<file path="config.mk">
export PLATFORM = sky130hd
export DESIGN_NAME = tlu_emulator_flat
export DESIGN_NICKNAME = d
export VERILOG_FILES = /design/src/rtl/tlu_emulator_if.sv /design/src/rtl/tlu_emulator.sv /design/src/flat_wrapper.sv
export SDC_FILE = /design/constraint.sdc
export NUM_CORES = 1
export LEC_CHECK = 0
export CELL_PAD_IN_SITES_DETAIL_PLACEMENT = 1
export CELL_PAD_IN_SITES_GLOBAL_PLACEMENT = 1
export CORE_ASPECT_RATIO = 1.4
export CORE_UTILIZATION = 42
export DETAILED_ROUTE_END_ITERATION = 7
export PLACE_DENSITY = 0.9
export SLEW_MARGIN = 20
export SYNTH_ARGS = -nofsm -noshare
export SYNTH_HDL_FRONTEND = slang
export SYNTH_SLANG_ARGS = --single-unit
</file>
<file path="constraint.sdc">
create_clock -name BUS_CLK -period 3 [get_ports BUS_CLK]
set_input_delay 0.6 -clock BUS_CLK [delete_from_list [all_inputs] [get_ports BUS_CLK]]
set_output_delay 0.6 -clock BUS_CLK [all_outputs]
set_load 0.02 [all_outputs]
</file>
<file path="src/rtl/tlu_emulator_if.sv">
// Bundle of control, status and TLU-line signals for the TLU emulator.
// master: the emulator itself. slave: whatever drives its controls and plays the DUT side.
interface tlu_emulator_if #(
    parameter int TRIGGER_NUMBER_BITS = 15
);
    logic [1:0]                     MODE;
    logic                           TRIGGER_REQ;
    logic                           RESET_REQ;
    logic [7:0]                     TIMEOUT_CYCLES;
    logic                           TLU_BUSY;
    logic                           TLU_CLOCK;
    logic                           TLU_TRIGGER;
    logic                           TLU_RESET;
    logic                           READY;
    logic                           TRIGGER_ACCEPTED;
    logic [TRIGGER_NUMBER_BITS-1:0] TRIGGER_COUNT;
    logic                           TIMEOUT_ERROR;

    modport master (
        input  MODE, TRIGGER_REQ, RESET_REQ, TIMEOUT_CYCLES, TLU_BUSY, TLU_CLOCK,
        output TLU_TRIGGER, TLU_RESET, READY, TRIGGER_ACCEPTED, TRIGGER_COUNT, TIMEOUT_ERROR
    );

    modport slave (
        output MODE, TRIGGER_REQ, RESET_REQ, TIMEOUT_CYCLES, TLU_BUSY, TLU_CLOCK,
        input  TLU_TRIGGER, TLU_RESET, READY, TRIGGER_ACCEPTED, TRIGGER_COUNT, TIMEOUT_ERROR
    );
endinterface

</file>
<file path="src/rtl/tlu_emulator.sv">
// TLU emulator: plays the TLU end of the EUDET trigger/busy/clock handshake.
// Issues triggers and reset pulses and serialises the trigger number LSB first
// on TLU_CLOCK rising edges in trigger-data mode. All outputs are registered.
module tlu_emulator #(
    parameter int TRIGGER_NUMBER_BITS  = 15,
    parameter int TRIGGER_PULSE_CYCLES = 4,
    parameter int RESET_PULSE_CYCLES   = 4,
    parameter int DEAD_TIME_CYCLES     = 8
) (
    input  logic           BUS_CLK,
    input  logic           BUS_RST,
    tlu_emulator_if.master bus
);

    localparam int CNT_W = 16;
    localparam logic [CNT_W-1:0] TRIG_LAST = CNT_W'(TRIGGER_PULSE_CYCLES - 1);
    localparam logic [CNT_W-1:0] RST_LAST  = CNT_W'(RESET_PULSE_CYCLES - 1);
    localparam logic [CNT_W-1:0] DEAD_LAST = CNT_W'(DEAD_TIME_CYCLES - 1);

    localparam logic [1:0] MODE_OFF    = 2'b00;
    localparam logic [1:0] MODE_NOHS   = 2'b01;
    localparam logic [1:0] MODE_SIMPLE = 2'b10;

    typedef enum logic [2:0] {
        S_IDLE,
        S_RST_PULSE,
        S_TRIG,
        S_WAIT_CLK_LOW,
        S_SHIFT,
        S_WAIT_BUSY_LOW,
        S_DEAD
    } state_t;

    state_t                         state_q, state_d;
    logic [1:0]                     mode_q, mode_d;
    logic [CNT_W-1:0]               cnt_q, cnt_d;
    logic [TRIGGER_NUMBER_BITS-1:0] shift_q, shift_d;
    logic [TRIGGER_NUMBER_BITS-1:0] count_q, count_d;
    logic                           trigger_q, trigger_d;
    logic                           tluReset_q, tluReset_d;
    logic                           ready_q, ready_d;
    logic                           accepted_q, accepted_d;
    logic                           error_q, error_d;

    logic [2:0]       busySync_q;
    logic [2:0]       clkSync_q;
    logic             clkPrev_q;
    logic             busyS;
    logic             clkS;
    logic             clkRise;
    logic [CNT_W-1:0] timeoutLast;

    assign busyS       = busySync_q[2];
    assign clkS        = clkSync_q[2];
    assign clkRise     = clkS & ~clkPrev_q;
    assign timeoutLast = CNT_W'(bus.TIMEOUT_CYCLES) - CNT_W'(1);

    // Three-flop synchronisers for the DUT's asynchronous BUSY and CLOCK, plus the edge-detect flop.
    always_ff @(posedge BUS_CLK) begin
        if (BUS_RST) begin
            busySync_q <= '0;
            clkSync_q  <= '0;
            clkPrev_q  <= 1'b0;
        end else begin
            busySync_q <= {busySync_q[1:0], bus.TLU_BUSY};
            clkSync_q  <= {clkSync_q[1:0], bus.TLU_CLOCK};
            clkPrev_q  <= clkS;
        end
    end

    // State, counters and registered outputs; reset abandons any trigger in flight.
    always_ff @(posedge BUS_CLK) begin
        if (BUS_RST) begin
            state_q    <= S_IDLE;
            mode_q     <= MODE_OFF;
            cnt_q      <= '0;
            shift_q    <= '0;
            count_q    <= '0;
            trigger_q  <= 1'b0;
            tluReset_q <= 1'b0;
            ready_q    <= 1'b0;
            accepted_q <= 1'b0;
            error_q    <= 1'b0;
        end else begin
            state_q    <= state_d;
            mode_q     <= mode_d;
            cnt_q      <= cnt_d;
            shift_q    <= shift_d;
            count_q    <= count_d;
            trigger_q  <= trigger_d;
            tluReset_q <= tluReset_d;
            ready_q    <= ready_d;
            accepted_q <= accepted_d;
            error_q    <= error_d;
        end
    end

    // Next-state and next-output logic; the line values computed here appear one cycle later.
    always_comb begin
        state_d    = state_q;
        mode_d     = mode_q;
        cnt_d      = cnt_q;
        shift_d    = shift_q;
        count_d    = count_q;
        trigger_d  = 1'b0;
        tluReset_d = 1'b0;
        accepted_d = 1'b0;
        error_d    = error_q;

        case (state_q)
            S_IDLE: begin
                cnt_d = '0;
                if (bus.MODE != MODE_OFF) begin
                    if (bus.RESET_REQ) begin
                        state_d    = S_RST_PULSE;
                        tluReset_d = 1'b1;
                        count_d    = '0;
                    end else if (bus.TRIGGER_REQ) begin
                        state_d    = S_TRIG;
                        trigger_d  = 1'b1;
                        accepted_d = 1'b1;
                        mode_d     = bus.MODE;
                        shift_d    = count_q;
                        count_d    = count_q + TRIGGER_NUMBER_BITS'(1);
                    end
                end
            end

            S_RST_PULSE: begin
                if (cnt_q == RST_LAST) begin
                    state_d = S_DEAD;
                    cnt_d   = '0;
                end else begin
                    tluReset_d = 1'b1;
                    cnt_d      = cnt_q + CNT_W'(1);
                end
            end

            S_TRIG: begin
                if (mode_q == MODE_NOHS) begin
                    if (cnt_q == TRIG_LAST) begin
                        state_d = S_DEAD;
                        cnt_d   = '0;
                    end else begin
                        trigger_d = 1'b1;
                        cnt_d     = cnt_q + CNT_W'(1);
                    end
                end else if (busyS) begin
                    state_d = (mode_q == MODE_SIMPLE) ? S_WAIT_BUSY_LOW : S_WAIT_CLK_LOW;
                end else if ((bus.TIMEOUT_CYCLES != 8'd0) && (cnt_q == timeoutLast)) begin
                    error_d = 1'b1;
                    state_d = S_DEAD;
                    cnt_d   = '0;
                end else begin
                    trigger_d = 1'b1;
                    cnt_d     = cnt_q + CNT_W'(1);
                end
            end

            S_WAIT_CLK_LOW: begin
                if (!clkS) begin
                    state_d = S_SHIFT;
                end
            end

            S_SHIFT: begin
                if (!busyS) begin
                    state_d = S_DEAD;
                    cnt_d   = '0;
                end else if (clkRise) begin
                    trigger_d = shift_q[0];
                    shift_d   = shift_q >> 1;
                end else begin
                    trigger_d = trigger_q;
                end
            end

            S_WAIT_BUSY_LOW: begin
                if (!busyS) begin
                    state_d = S_DEAD;
                    cnt_d   = '0;
                end
            end

            S_DEAD: begin
                if (cnt_q == DEAD_LAST) begin
                    state_d = S_IDLE;
                    cnt_d   = '0;
                end else begin
                    cnt_d = cnt_q + CNT_W'(1);
                end
            end

            default: begin
                state_d = S_IDLE;
            end
        endcase

        ready_d = (state_d == S_IDLE) && (bus.MODE != MODE_OFF);
    end

    assign bus.TLU_TRIGGER      = trigger_q;
    assign bus.TLU_RESET        = tluReset_q;
    assign bus.READY            = ready_q;
    assign bus.TRIGGER_ACCEPTED = accepted_q;
    assign bus.TRIGGER_COUNT    = count_q;
    assign bus.TIMEOUT_ERROR    = error_q;

endmodule

</file>
<file path="src/flat_wrapper.sv">
// flat-port wrapper written by rule: the top's interface ports become plain ports
module tlu_emulator_flat 
#(
    parameter int TRIGGER_NUMBER_BITS  = 15,
    parameter int TRIGGER_PULSE_CYCLES = 4,
    parameter int RESET_PULSE_CYCLES   = 4,
    parameter int DEAD_TIME_CYCLES     = 8
)
  (BUS_CLK, BUS_RST, bus_MODE, bus_TRIGGER_REQ, bus_RESET_REQ, bus_TIMEOUT_CYCLES, bus_TLU_BUSY, bus_TLU_CLOCK, bus_TLU_TRIGGER, bus_TLU_RESET, bus_READY, bus_TRIGGER_ACCEPTED, bus_TRIGGER_COUNT, bus_TIMEOUT_ERROR);
  tlu_emulator_if #(.TRIGGER_NUMBER_BITS(TRIGGER_NUMBER_BITS)) bus_i ();
  input  logic BUS_CLK;
  input  logic BUS_RST;
  input wire logic [$bits(bus_i.MODE)-1:0] bus_MODE;
  input wire logic [$bits(bus_i.TRIGGER_REQ)-1:0] bus_TRIGGER_REQ;
  input wire logic [$bits(bus_i.RESET_REQ)-1:0] bus_RESET_REQ;
  input wire logic [$bits(bus_i.TIMEOUT_CYCLES)-1:0] bus_TIMEOUT_CYCLES;
  input wire logic [$bits(bus_i.TLU_BUSY)-1:0] bus_TLU_BUSY;
  input wire logic [$bits(bus_i.TLU_CLOCK)-1:0] bus_TLU_CLOCK;
  output wire logic [$bits(bus_i.TLU_TRIGGER)-1:0] bus_TLU_TRIGGER;
  output wire logic [$bits(bus_i.TLU_RESET)-1:0] bus_TLU_RESET;
  output wire logic [$bits(bus_i.READY)-1:0] bus_READY;
  output wire logic [$bits(bus_i.TRIGGER_ACCEPTED)-1:0] bus_TRIGGER_ACCEPTED;
  output wire logic [$bits(bus_i.TRIGGER_COUNT)-1:0] bus_TRIGGER_COUNT;
  output wire logic [$bits(bus_i.TIMEOUT_ERROR)-1:0] bus_TIMEOUT_ERROR;
  assign bus_i.MODE = bus_MODE;
  assign bus_i.TRIGGER_REQ = bus_TRIGGER_REQ;
  assign bus_i.RESET_REQ = bus_RESET_REQ;
  assign bus_i.TIMEOUT_CYCLES = bus_TIMEOUT_CYCLES;
  assign bus_i.TLU_BUSY = bus_TLU_BUSY;
  assign bus_i.TLU_CLOCK = bus_TLU_CLOCK;
  assign bus_TLU_TRIGGER = bus_i.TLU_TRIGGER;
  assign bus_TLU_RESET = bus_i.TLU_RESET;
  assign bus_READY = bus_i.READY;
  assign bus_TRIGGER_ACCEPTED = bus_i.TRIGGER_ACCEPTED;
  assign bus_TRIGGER_COUNT = bus_i.TRIGGER_COUNT;
  assign bus_TIMEOUT_ERROR = bus_i.TIMEOUT_ERROR;
  tlu_emulator #(.TRIGGER_NUMBER_BITS(TRIGGER_NUMBER_BITS), .TRIGGER_PULSE_CYCLES(TRIGGER_PULSE_CYCLES), .RESET_PULSE_CYCLES(RESET_PULSE_CYCLES), .DEAD_TIME_CYCLES(DEAD_TIME_CYCLES)) u_core (.BUS_CLK(BUS_CLK), .BUS_RST(BUS_RST), .bus(bus_i));
endmodule
</file>
### After elaboration in Yosys (flattened, before gate mapping)

Cells that the tools add are included.

* $add $sub $neg: 3
* multipliers: 0
* divide/modulo/power cells: 0
* order comparisons: 0
* equality and inequality tests: 19
* shifts and indexed selects: 0
* multiplexer cells: 40
* bitwise gates (word level): 6
* reduce and logical (&&, ||, !) cells: 16

Operators by type and width (count)
* $mux 15: 7
* $mux 16: 6
* $pmux 16 s5: 1
* $mux 3: 11
* $pmux 15 s2: 1
* $pmux 3 s6: 1
* $add 16x1->16 const B: 1
* $eq 16x16->1: 1
* $eq 16x2->1 const B: 1
* $eq 16x3->1 const B: 1
* $add 15x1->15 const B: 1
* $mux 1: 11
* $eq 3x3->1 const B: 3
* $sub 8x1->9 const B: 1
* $reduce_and 4->1: 2
* $reduce_bool 8->1: 1
* $eq 3x2->1 const B: 2
* $logic_not 3->1: 2
* $ne 2x1->1 const B: 3
* $ne 2x2->1 const B: 3
* $ne 3x3->1 const B: 2
* $reduce_and 3->1: 2
* $reduce_and 6->1: 1
* $reduce_bool 2->1: 3
* 10 further kinds: 16

* register bits after elaboration: 63
* latch bits: 0
* bits in writable memories: 0
* ROM bits: 0
* output and inout port bits: 20
* word-level logic and storage cells: 97
* memories kept: 0

### Depth between registers and ports, before layout

* depth after elaboration: 9
* mapped depth: 10

### Least setup slack after synthesis

Ideal clock, no wire load.

* path kind: input-to-reg
* start point: input port bus_TIMEOUT_CYCLES[0]
* end point: register u_core.cnt_q[14]
* library setup time: 96 ps
* arrival time: 2266 ps
* required time: 2904 ps
* slack: 638 ps
* stages: 9
* path through: inv_1 > ha_1 > nand2b_1 > a21oi_1 > o31ai_1 > and4b_4 > o31ai_4 > or3b_1 > o41ai_2

* word-level cells in the longest chain between the ends: 7
* elaborated cells on any way between the ends: 8
* those cells by class: add/sub: 1; eq/ne: 1; mux: 4; reduce/logical: 2

RTL lines
* start, declared: line flat_wrapper.sv:16 `input wire logic [$bits(bus_i.TIMEOUT_CYCLES)-1:0] bus_TIMEOUT_CYCLES;`
* $sub 8x1->9: line tlu_emulator.sv:56 `assign timeoutLast = CNT_W'(bus.TIMEOUT_CYCLES) - CNT_W'(1);`
* $eq 16x16->1: line tlu_emulator.sv:150 `end else if ((bus.TIMEOUT_CYCLES != 8'd0) && (cnt_q == timeoutLast)) begin`
* $logic_and 1x1->1 (*): line tlu_emulator.sv:150
* $mux 16 (*): line tlu_emulator.sv:150
* $mux 16 (*): line tlu_emulator.sv:148 `end else if (busyS) begin`
* $mux 16 (*): line tlu_emulator.sv:140 `if (mode_q == MODE_NOHS) begin`
* $pmux 16 s5 (*): line tlu_emulator.sv:110 `case (state_q)`
* end signal, assigned: line tlu_emulator.sv:87 `cnt_q <= cnt_d;`
* end, declared: line tlu_emulator.sv:36 `logic [CNT_W-1:0] cnt_q, cnt_d;`

Every way passes the cells marked *; elsewhere a longest branch is shown, timed or not. The select of a mux whose other input is x is not followed.
A chain may end at the register's enable or synchronous reset.

### Worst setup path after layout

* start point: input port bus_TIMEOUT_CYCLES[3]
* end point: register u_core.cnt_q[12]

The elaborated chain is that of the path after synthesis.

==> flow_metrics.env <==
export IMPL_tritoncts="built"
export IMPL_hold_buffers=0
export IMPL_peakVddDrop_v=0.000299
export IMPL_wl_per_cell_um=16.7
export IMPL_fin_crit_sh=0.904
export IMPL_first_global_vias=3130
export IMPL_viasPerCell=5.65
export IMPL_fin_nets=442
export IMPL_port_buffers=35
export IMPL_drt_total_wl_mm=8.75
export IMPL_postRouteAntennaNets=0
export IMPL_cp_end_kind="register"
export IMPL_hold_viol=0
export IMPL_synthArstFlopShare=0
export IMPL_area_growth_pct=20.9
export IMPL_clkTransAtPathRegs_ns=0.07
export IMPL_synthFlopType="dfxtp_1"
export IMPL_place_worst_setup_slack_ns=-0.0392
export IMPL_ctsResizeCount=0
export IMPL_cp_required_ns=3.24
export IMPL_die_h_um=106
export IMPL_grt_max_degree=39
export IMPL_final_common_cell="nor2_1"
export IMPL_clockRootBuffer="clkbuf_8"
export IMPL_yosys_warnings=0
export IMPL_final_util=0.528
export IMPL_fill_cells=920
export IMPL_dp_hpwl_mm=6.46
export IMPL_synth_area_mm2=0.00324
export IMPL_overflow=0
export IMPL_cts_buffer_depth=2
export IMPL_setup_tns_ns=0
export IMPL_crit_path_max_fanout=5
export IMPL_drt_first_pass_iters=4
export IMPL_path_cells="clkdlybuf4s50_1 > buf_4 > nor3_1 > a21o_1 > a211oi_1 > and4b_4 > o31ai_4 > or3b_1 > o41ai_2"
export IMPL_finalCriticalPeriod_ns=2.71
export IMPL_grt_use_total=0.230
export IMPL_cts_made_buffers=9
export IMPL_multiInputGateArea_mm2=0.00188
export IMPL_diodes=0
export IMPL_cts_sinks=63
export IMPL_drc=0
export IMPL_power_density_mw_per_mm2=606
export IMPL_syn_nets=405
export IMPL_mostFrequentLayoutCells="66 x nor2_1, 63 x dfxtp_1, 35 x clkdlybuf4s50_1"
export IMPL_syn_area_per_cell_um2=8.39
export IMPL_synth_edf_count=0
export IMPL_clock_skew_ns=0.00824
export IMPL_setup_viol=0
export IMPL_power_leakage_nw=1.34
export IMPL_ff_latch_area_mm2=0.00126
export IMPL_core_mm2=0.00741
export IMPL_criticalPathCategory="primary input to register"
export IMPL_cap_viol_max_count=0
export IMPL_floorplan_initialDensity=0.437
export IMPL_gp_congestion=0.790
export IMPL_tightest_slew_ns=0.685
export IMPL_ios=36
export IMPL_grt_first_pass_wirelength_mm=14.6
export IMPL_slowest_delay_ns=0.47
export IMPL_postCtsSetupRepairBufs=0
export IMPL_drv_slew=0
export IMPL_die_x_um=76.2
export IMPL_relSlewSlack=0.541
export IMPL_yosys_cell_types_count=50
export IMPL_outcome="finished, final reports clean"
export IMPL_slowest_stage="clkdlybuf4s50_1"
export IMPL_clk_latency_ns=0.35
export IMPL_route_vias_total=2968
export IMPL_h_tree_depth=3
export IMPL_syn_inst=386
export IMPL_drtIter0Drc=114
export IMPL_setup_ws_ns=0.288
export IMPL_antenna_found_initial=0
export IMPL_startpoint_type="primary input"
export IMPL_ys_seq_area_frac=0.390
export IMPL_rsz0062_at_grt="no"
export IMPL_hold_path_class="register to register"
export IMPL_ys_ff_latch=63
export IMPL_layout_drive_gt1_share=0.0888
export IMPL_fmax_mhz=369
export IMPL_rows=37
export IMPL_cp_arrival_ns=2.95
export IMPL_dieArea_mm2=0.00807
critical path, delay by kind of cell:
kind	cells	cell delay (ns)
AND/OR/NAND/NOR	3	0.97
AO/OA/AOI/OAI	4	0.74
buffers and inverters	2	0.65
flip-flops by register name (all words and copies together), names as in the netlist:
name / cells
u_core.bus.READY: 1
u_core.clkPrev_q: 1
u_core.bus.TRIGGER_ACCEPTED: 1
u_core.bus.TLU_RESET: 1
u_core.clkSync_q: 3
u_core.bus.TIMEOUT_ERROR: 1
u_core.shift_q: 15
u_core.bus.TRIGGER_COUNT: 15
u_core.bus.TLU_TRIGGER: 1
u_core.mode_q: 2
u_core.cnt_q: 16
u_core.busySync_q: 3
u_core.state_q: 3
power breakdown:
part,switching (mW),internal (mW)
logic,0.379,0.306
registers,0.106,0.922
clock network,0.340,0.321
stage by stage:
| stage | total power, mW | area (µm²) | std cells | hold WS [ns] |
|---|---|---|---|---|
| after global placement | 1.68 | 3740 | 509 | 0.427 |
| final | 2.37 | 3910 | 525 | 0.445 |
| after global routing | 2.51 | 3910 | 525 | 0.456 |
| after detailed placement | 1.72 | 3740 | 509 | 0.434 |
| after CTS | 2.39 | 3910 | 525 | 0.454 |
| after floorplan | 1.48 | 3240 | 386 | 0.414 |
synthesized netlist by cell type, types with 10 or more instances:
library cell	number	area, µm²
nor2_1	66	248
dfxtp_1	63	1260
nand2_1	18	67.6
nor2b_1	18	113
mux2i_1	17	170
a211oi_1	16	120
clkbuf_1	16	60.1
nand3_1	16	80.1
xor2_1	16	140
a21oi_1	14	70.1
xnor2_1	12	105
nand2b_1	10	62.6
o21ai_0	10	50.1
per-layer routing:
metal | wire (µm) | global-route usage | vias to the layer above
li1 | - | - | 1440
met1 | 3530 | 0.234 | 1446
met2 | 4720 | 0.443 | 58
met3 | 231 | 0.0424 | 24
met4 | 267 | 0.115 | 0
met5 | 0 | 0 | -
final timing paths:
kind,startpoint,slack (ns),end,depth (start not counted)
hold / removal,u_core.busySync_q[1],0.44,u_core.busySync_q[2],1
hold reg to reg,u_core.busySync_q[1],0.44,u_core.busySync_q[2],1
setup reg to reg,u_core.cnt_q[12],0.35,u_core.cnt_q[2],8
setup / recovery,bus_TIMEOUT_CYCLES[3],0.29,u_core.cnt_q[12],9
cell families after synthesis:
kind of cell | count (synthesis) | share of synthesized area
XOR/XNOR | 28 | 0.0758
buffers and inverters | 28 | 0.0344
multiplexers | 17 | 0.0526
AND/OR/NAND/NOR | 179 | 0.287
adder cells (fa/ha/maj) | 3 | 0.0116
AO/OA/AOI/OAI | 68 | 0.149
flip-flops | 63 | 0.390
final cells by class:
type / count / share of cell area
clock inverters: 5 / 0.00863
multi-input cells: 295 / 0.480
flip-flops and latches: 63 / 0.322
well taps: 97 / 0.0310
inverters: 7 / 0.00671
repair buffers: 47 / 0.116
clock buffers: 11 / 0.0361
No activity file was read; power rests on OpenSTA's default activity.
